### config.mk
export PLATFORM = sky130hd
export DESIGN_NAME = regfile_wr_arbiter_flat
export DESIGN_NICKNAME = d
export VERILOG_FILES = /design/src/rtl/regfile_wr_arbiter_if.sv /design/src/rtl/regfile_wr_arbiter.sv /design/src/flat_wrapper.sv
export SDC_FILE = /design/constraint.sdc
export NUM_CORES = 1
export LEC_CHECK = 0
export ABC_CLOCK_PERIOD_IN_PS = 2900
export CAP_MARGIN = 20
export CORE_ASPECT_RATIO = 1.5
export CORE_MARGIN = 2
export CORE_UTILIZATION = 35
export DETAILED_ROUTE_END_ITERATION = 10
export GPL_TIMING_DRIVEN = 0
export PLACE_DENSITY = 0.73
export SYNTH_ARGS = -nofsm -noshare
export SYNTH_HDL_FRONTEND = slang
export SYNTH_SLANG_ARGS = --single-unit
### constraint.sdc
create_clock -name clk -period 2.9 [get_ports clk]
set_clock_uncertainty 0.2 [all_clocks]
set_input_delay 0.58 -clock clk [delete_from_list [all_inputs] [get_ports clk]]
set_output_delay 0.58 -clock clk [all_outputs]
set_load 0.03 [all_outputs]
### src/rtl/regfile_wr_arbiter_if.sv
// Writeback request bus plus registered register-file write port.
// Requesters/bench use the master modport; the arbiter uses the slave modport.
interface regfile_wr_arbiter_if #(
    parameter int NREQ = 3,
    parameter int AW   = 5,
    parameter int DW   = 32
);
    logic [NREQ-1:0]    req_valid;
    logic [NREQ*AW-1:0] req_addr;
    logic [NREQ*DW-1:0] req_data;
    logic [NREQ-1:0]    req_ready;
    logic               stall;
    logic               wen;
    logic [AW-1:0]      wadd;
    logic [DW-1:0]      wdi;
    logic [1:0]         grant_id;
    logic               conflict;
    logic [15:0]        drop_cnt;

    modport master (
        output req_valid, req_addr, req_data, stall,
        input  req_ready, wen, wadd, wdi, grant_id, conflict, drop_cnt
    );

    modport slave (
        input  req_valid, req_addr, req_data, stall,
        output req_ready, wen, wadd, wdi, grant_id, conflict, drop_cnt
    );
endinterface

### src/rtl/regfile_wr_arbiter.sv
// Round-robin arbiter sharing the register-file write port; gates r0, flags collisions.
// Latency: 1 cycle from grant to wen/wadd/wdi.
// Backpressure: stall forces all req_ready low; losers stay pending until granted.
module regfile_wr_arbiter #(
    parameter int NREQ = 3,
    parameter int AW   = 5,
    parameter int DW   = 32
) (
    input  logic                 clk,
    input  logic                 res_n,
    regfile_wr_arbiter_if.slave  bus
);

    logic [1:0]      last;
    logic [3:0]      valid_ext;
    logic            gnt_any;
    logic [1:0]      gnt_idx;
    logic [2:0]      probe;
    logic            arb_en;
    logic [NREQ-1:0] ready_vec;
    logic            xfer;
    logic [AW-1:0]   sel_addr;
    logic [DW-1:0]   sel_data;
    logic            hit;

    logic            wen_q;
    logic [AW-1:0]   wadd_q;
    logic [DW-1:0]   wdi_q;
    logic [1:0]      grant_id_q;
    logic            conflict_q;
    logic [15:0]     drop_cnt_q;

    assign valid_ext = 4'(bus.req_valid);

    // Search last+1, last+2, ... wrapping at NREQ; first valid index wins.
    always_comb begin
        gnt_any = 1'b0;
        gnt_idx = last;
        probe   = '0;
        for (int k = 1; k <= NREQ; k++) begin
            probe = {1'b0, last} + 3'(k);
            if (probe >= 3'(NREQ)) begin
                probe = probe - 3'(NREQ);
            end
            if (!gnt_any && valid_ext[probe[1:0]]) begin
                gnt_any = 1'b1;
                gnt_idx = probe[1:0];
            end
        end
    end

    // Ready is held low throughout reset so no transfer can be seen by a requester.
    assign arb_en    = res_n && !bus.stall && gnt_any;
    assign ready_vec = arb_en ? (NREQ'(1) << gnt_idx) : '0;
    assign xfer      = |(bus.req_valid & ready_vec);
    assign sel_addr  = bus.req_addr[gnt_idx*AW +: AW];
    assign sel_data  = bus.req_data[gnt_idx*DW +: DW];

    // Collision check looks at raw valids, so it runs even while stalled.
    always_comb begin
        hit = 1'b0;
        for (int i = 0; i < NREQ; i++) begin
            for (int j = i + 1; j < NREQ; j++) begin
                if (bus.req_valid[i] && bus.req_valid[j] &&
                    (bus.req_addr[i*AW +: AW] == bus.req_addr[j*AW +: AW]) &&
                    (bus.req_addr[i*AW +: AW] != '0)) begin
                    hit = 1'b1;
                end
            end
        end
    end

    always_ff @(posedge clk or negedge res_n) begin
        if (!res_n) begin
            last       <= 2'(NREQ - 1);
            wen_q      <= 1'b0;
            wadd_q     <= '0;
            wdi_q      <= '0;
            grant_id_q <= '0;
            conflict_q <= 1'b0;
            drop_cnt_q <= '0;
        end else begin
            conflict_q <= hit;
            wen_q      <= 1'b0;
            if (xfer) begin
                last       <= gnt_idx;
                grant_id_q <= gnt_idx;
                if (sel_addr != '0) begin
                    wen_q  <= 1'b1;
                    wadd_q <= sel_addr;
                    wdi_q  <= sel_data;
                end else if (drop_cnt_q != 16'hFFFF) begin
                    drop_cnt_q <= drop_cnt_q + 16'd1;
                end
            end
        end
    end

    assign bus.req_ready = ready_vec;
    assign bus.wen       = wen_q;
    assign bus.wadd      = wadd_q;
    assign bus.wdi       = wdi_q;
    assign bus.grant_id  = grant_id_q;
    assign bus.conflict  = conflict_q;
    assign bus.drop_cnt  = drop_cnt_q;

endmodule

### src/flat_wrapper.sv
// flat-port wrapper written by rule: the top's interface ports become plain ports
module regfile_wr_arbiter_flat 
#(
    parameter int NREQ = 3,
    parameter int AW   = 5,
    parameter int DW   = 32
)
  (clk, res_n, bus_req_valid, bus_req_addr, bus_req_data, bus_stall, bus_req_ready, bus_wen, bus_wadd, bus_wdi, bus_grant_id, bus_conflict, bus_drop_cnt);
  regfile_wr_arbiter_if #(.NREQ(NREQ), .AW(AW), .DW(DW)) bus_i ();
  input  logic clk;
  input  logic res_n;
  input wire logic [$bits(bus_i.req_valid)-1:0] bus_req_valid;
  input wire logic [$bits(bus_i.req_addr)-1:0] bus_req_addr;
  input wire logic [$bits(bus_i.req_data)-1:0] bus_req_data;
  input wire logic [$bits(bus_i.stall)-1:0] bus_stall;
  output wire logic [$bits(bus_i.req_ready)-1:0] bus_req_ready;
  output wire logic [$bits(bus_i.wen)-1:0] bus_wen;
  output wire logic [$bits(bus_i.wadd)-1:0] bus_wadd;
  output wire logic [$bits(bus_i.wdi)-1:0] bus_wdi;
  output wire logic [$bits(bus_i.grant_id)-1:0] bus_grant_id;
  output wire logic [$bits(bus_i.conflict)-1:0] bus_conflict;
  output wire logic [$bits(bus_i.drop_cnt)-1:0] bus_drop_cnt;
  assign bus_i.req_valid = bus_req_valid;
  assign bus_i.req_addr = bus_req_addr;
  assign bus_i.req_data = bus_req_data;
  assign bus_i.stall = bus_stall;
  assign bus_req_ready = bus_i.req_ready;
  assign bus_wen = bus_i.wen;
  assign bus_wadd = bus_i.wadd;
  assign bus_wdi = bus_i.wdi;
  assign bus_grant_id = bus_i.grant_id;
  assign bus_conflict = bus_i.conflict;
  assign bus_drop_cnt = bus_i.drop_cnt;
  regfile_wr_arbiter #(.NREQ(NREQ), .AW(AW), .DW(DW)) u_core (.clk(clk), .res_n(res_n), .bus(bus_i));
endmodule
==> flow_results.org <==
** Pwr
- Sequential cell fraction of total power :: 17.9%
- Dividing total power by cell area gives a power density of 1070 nW/µm².
- The share of total power dissipated in the clock network is 13.3%.
- Of the total power, the share spent switching nets is 40.9%.
- Internal power contribution :: 4.36 mW
- VDD IR max :: 633 µV
- Net switching power figure :: 3.01 mW
- The analysis attributes to cell leakage a power of 2.97 nW.
- Part of the power in combinational logic :: 68.8%

** Global route
- The number of global-route vias before repair came to 3,869.
- The initial antenna violation count is 0.
- Overall track demand over capacity in global routing :: 21.7%
- The first global-routing pass estimated 19,100 µm of wire.
- After global routing the overflow that remains totals 0.
- Entering global routing, the biggest net connects 36 pins.

** Hold path
- The worst hold path belongs to the class in2async.

** STA
- The number of max-slew violations in the final report came to 0.
- Setup violations remaining at the end of the flow were counted as 57.
- Timing would allow up to 297 MHz.
- Slew at the pin closest to its max-slew limit :: 0.840 ns
- Worst-case headroom to the max-slew limit :: 44.0%
- Subtracting the final worst setup slack from the clock period gives 3.36 ns.
- Setup slack on the critical path of the routed design comes to -0.463 ns.
- Unrepaired setup endpoints after global routing :: yes
- Share of the clock period used by the worst path after layout :: 116%
- After routing, the total negative slack on setup checks comes to -17.94 ns.
- Hold WS :: 0.156 ns
- The total count of hold-check failures in the final report is 0.

** Clock network
- Clock tree root driver cell :: clkbuf_16
- Count of H-tree levels built during CTS :: 3
- Clock tree from TritonCTS :: done
- Latest clock arrival within the worst-skew pair :: 0.33 ns
- Clock transition time at the flip-flop clock pins of the worst setup and hold paths :: 0.05 ns
- The clock net in this run drives a total of 58 sinks.
- The longest clock path from root to sink contains 2 buffers.
- Clock buffer count from CTS :: 9
- After clock tree synthesis, the flow added hold-fix buffers numbering 0.

** Critical path
- In this run the critical register-to-register path is launched from u_core.last[1].
- The cell family contributing the most delay on the critical path is flip-flops.
- The worst setup path is captured at an output pin.
- The worst setup path is launched from a register.
- Setup slack on the worst reg-to-reg path comes out at -0.38 ns.
- Arrival @ worst endpoint :: 2.58 ns
- The critical path contains buffers and inverters numbering 4 combined.
- Along the worst path, the maximum fanout reaches 5.
- Walking the worst path, the cells encountered are inv_2 > ha_4 > buf_8 > mux2i_4 > nor2_4 > o311a_4 > nor3b_4 > buf_4 > buf_6.
- The critical path is of the reg2out type.
- For this design, the slowest cell found on the critical path is dfstp_2.
- The worst register-to-register path has a depth of 13.
- Launch point of the worst path :: u_core.last[1]
- The endpoint identified for the worst register-to-register timing path is u_core.bus.wdi[5].
- Data on the critical path is required at its endpoint by 2.12 ns.
- Max stage delay on crit path :: 0.56 ns

** Synth
- Cells taking the most area after synthesis :: dfrtp_1 (38%), mux2i_1 (10%), mux2_1 (6.0%)
- Number of enable-type register cells in the synthesized netlist :: 0
- Part of the Yosys area used for sequential elements :: 38.7%
- Counting every instance in the synthesized netlist gives 367.
- Cell type contributing the most total cell area after synthesis :: dfrtp_1
- Total standard cell area after synthesis :: 3750 µm²
- Most common cell in the synthesized netlist :: dfrtp_1
- When the netlist entered floorplanning its net count stood at 489.
- Share of synthesized registers carrying an async set or reset :: 100%
- A synthesized cell averages 10.2 µm².
- Synthesis inferred 58 register bits.
- Counting distinct cell types in the post-synthesis netlist gives 55.
- Synthesis warning total :: 0
- Most used flip-flop cell after synthesis :: dfrtp_1
- Top post-synthesis cells by count :: dfrtp_1 (57), nand2_1 (49), mux2i_1 (38), o21ai_0 (32)
- The top cell type by area accounts for 38.0% of the synthesized area.

** Routing
- The first detailed-routing pass ran for 4 iterations.
- Summed over all layers, the routed wires come to 13,000 µm.
- DRC Markers :: 0
- Routed signal wires occupy layers up through met4.
- In the final routing, the length of wire on met1 measures 4870 µm.
- Sum of met2 wire segment lengths after detailed routing :: 7180 µm
- Wire segments on met3 add up to 641 µm in the final route.
- Remaining antenna violation count :: 0
- Vias :: 3,684
- For this block, the initial DRC count from the detailed router was 139.
- After detailed routing, the average wire length per cell comes to 17.8 µm.
- Using the TritonRoute via totals, the vias-per-cell ratio works out to 5.03.

** Layout
- With fillers left out, the area of the finished cells amounts to 6870 µm².
- Syn-to-layout area delta :: 83.2%
- Antenna diode count :: 0
- For this run, the share of the core covered by cells in the final layout is 65.2%.
- Nets :: 707
- Of the cells placed in the final design, the portion with a size suffix greater than 1 is 26.0%.

** Die
- Starting density of the core :: 35.6%
- Measured along the x axis, the die boundary spans 88.5 µm.
- During I/O placement, the number of pins put on the boundary was 177.
- The die covers 11,600 µm².
- Core area :: 10,500 µm²
- FP Rows :: 46
- The die is 131 µm tall.

** Place
- Sum of net half-perimeters after detailed placement :: 9110 µm
- The count of buffers added on input and output ports is 175.
- After detailed placement, the total cell area comes to 5840 µm².
- OpenSTA, run right after detailed placement, puts the worst setup slack at -1.07 ns.
- Routability-driven placement finished with a final weighted congestion of 0.946.

** Run
- Across the run, the number of max-cap violations was 0.

** Status
- Violations in the final reports :: negative setup slack
- Run status :: finished with violations
==> sequential cells by signal, indices dropped and copies added, names as in the netlist <==
name	cells
u_core.bus.wdi	32
u_core.bus.drop_cnt	16
u_core.bus.wadd	5
u_core.bus.grant_id	2
u_core.bus.conflict	1
u_core.bus.wen	1
u_core.last	1
==> what timing repair did <==
item,CTS,global route
pin swaps,13,15
gates resized for setup,85,49
endpoints found under the setup margin,57,60
cloned,4,1
buffers inserted,18,11
==> layer usage <==
layer  global-route usage [%]  vias to the layer above
li1                         -                     1736
met4                     10.2                        0
met2                     39.5                      120
met3                     4.21                       26
met5                        0                        -
met1                     23.7                     1802
==> cells in the final DEF, fill, tap and decap left out, types with 3 or more instances in the layout <==
master / Yosys / layout
nor3_4: 0 / 6
and3_1: 3 / 3
inv_1: 10 / 8
clkdlybuf4s50_1: 0 / 170
mux2_4: 0 / 38
clkbuf_16: 0 / 10
xnor2_1: 5 / 5
or4_1: 3 / 3
xor2_1: 20 / 20
nand3_1: 7 / 7
buf_6: 4 / 17
ha_1: 5 / 3
o21ai_0: 32 / 30
a21oi_1: 5 / 5
o21ai_1: 7 / 7
buf_8: 0 / 9
nor2_1: 8 / 6
mux2i_1: 38 / 36
nor4_4: 0 / 6
dfrtp_1: 57 / 56
nand2_1: 49 / 49
buf_4: 8 / 15
nor2_4: 1 / 3
buf_12: 0 / 7
clkbuf_1: 6 / 4
clkinv_2: 0 / 3
==> final cells by class <==
cell class | count | area (µm²)
multi-input combinational | 277 | 2520
timing repair buffer | 207 | 2160
clock buffer | 12 | 256
clock inverter | 3 | 15.0
tap | 144 | 180
fill | 850 | 3660
sequential | 58 | 1450
inverter | 10 | 40.0
buffer | 22 | 246
==> logic make-up after synthesis <==
kind of cell,after synthesis,synth area share [%]
multiplexers,78,22.1
AO/OA/AOI/OAI,66,11.8
AND/OR/NAND/NOR,103,14.9
flip-flops,58,38.7
adder cells (fa/ha/maj),5,1.67
buffers and inverters,32,4.90
XOR/XNOR,25,5.84
==> power groups by stage <==
stage	combinational, mW	clock (mW)	sequential, mW
after CTS	4.62	0.990	1.31
after global placement	3.77	0	1.30
after detailed placement	3.83	0	1.31
after floorplan	1.94	0	1.87
final	5.08	0.980	1.32
after global routing	5.36	1.03	1.36
==> through the flow <==
| step | instances | power, mW |
|---|---|---|
| 2_1_floorplan | 367 | 3.82 |
| 3_3_place_gp | 686 | 5.07 |
| 3_5_place_dp | 687 | 5.15 |
| 4_1_cts | 724 | 6.93 |
| 5_1_grt | 733 | 7.76 |
| 6_report | 733 | 7.38 |
==> worst max path at each step <==
| stage | to | slack, ns | depth (start not counted) |
|---|---|---|---|
| 5_1_grt | bus_req_ready[1] | -0.52 | 9 |
| 3_3_place_gp | bus_req_ready[1] | -2.57 | 4 |
| 2_1_floorplan | u_core.bus.wadd[0] | -0.24 | 12 |
| 6_report | bus_req_ready[1] | -0.46 | 9 |
| 4_1_cts | bus_req_ready[0] | -0.39 | 8 |
| 3_5_place_dp | bus_req_ready[2] | -1.07 | 7 |
No activity file was read; power rests on OpenSTA's default activity.
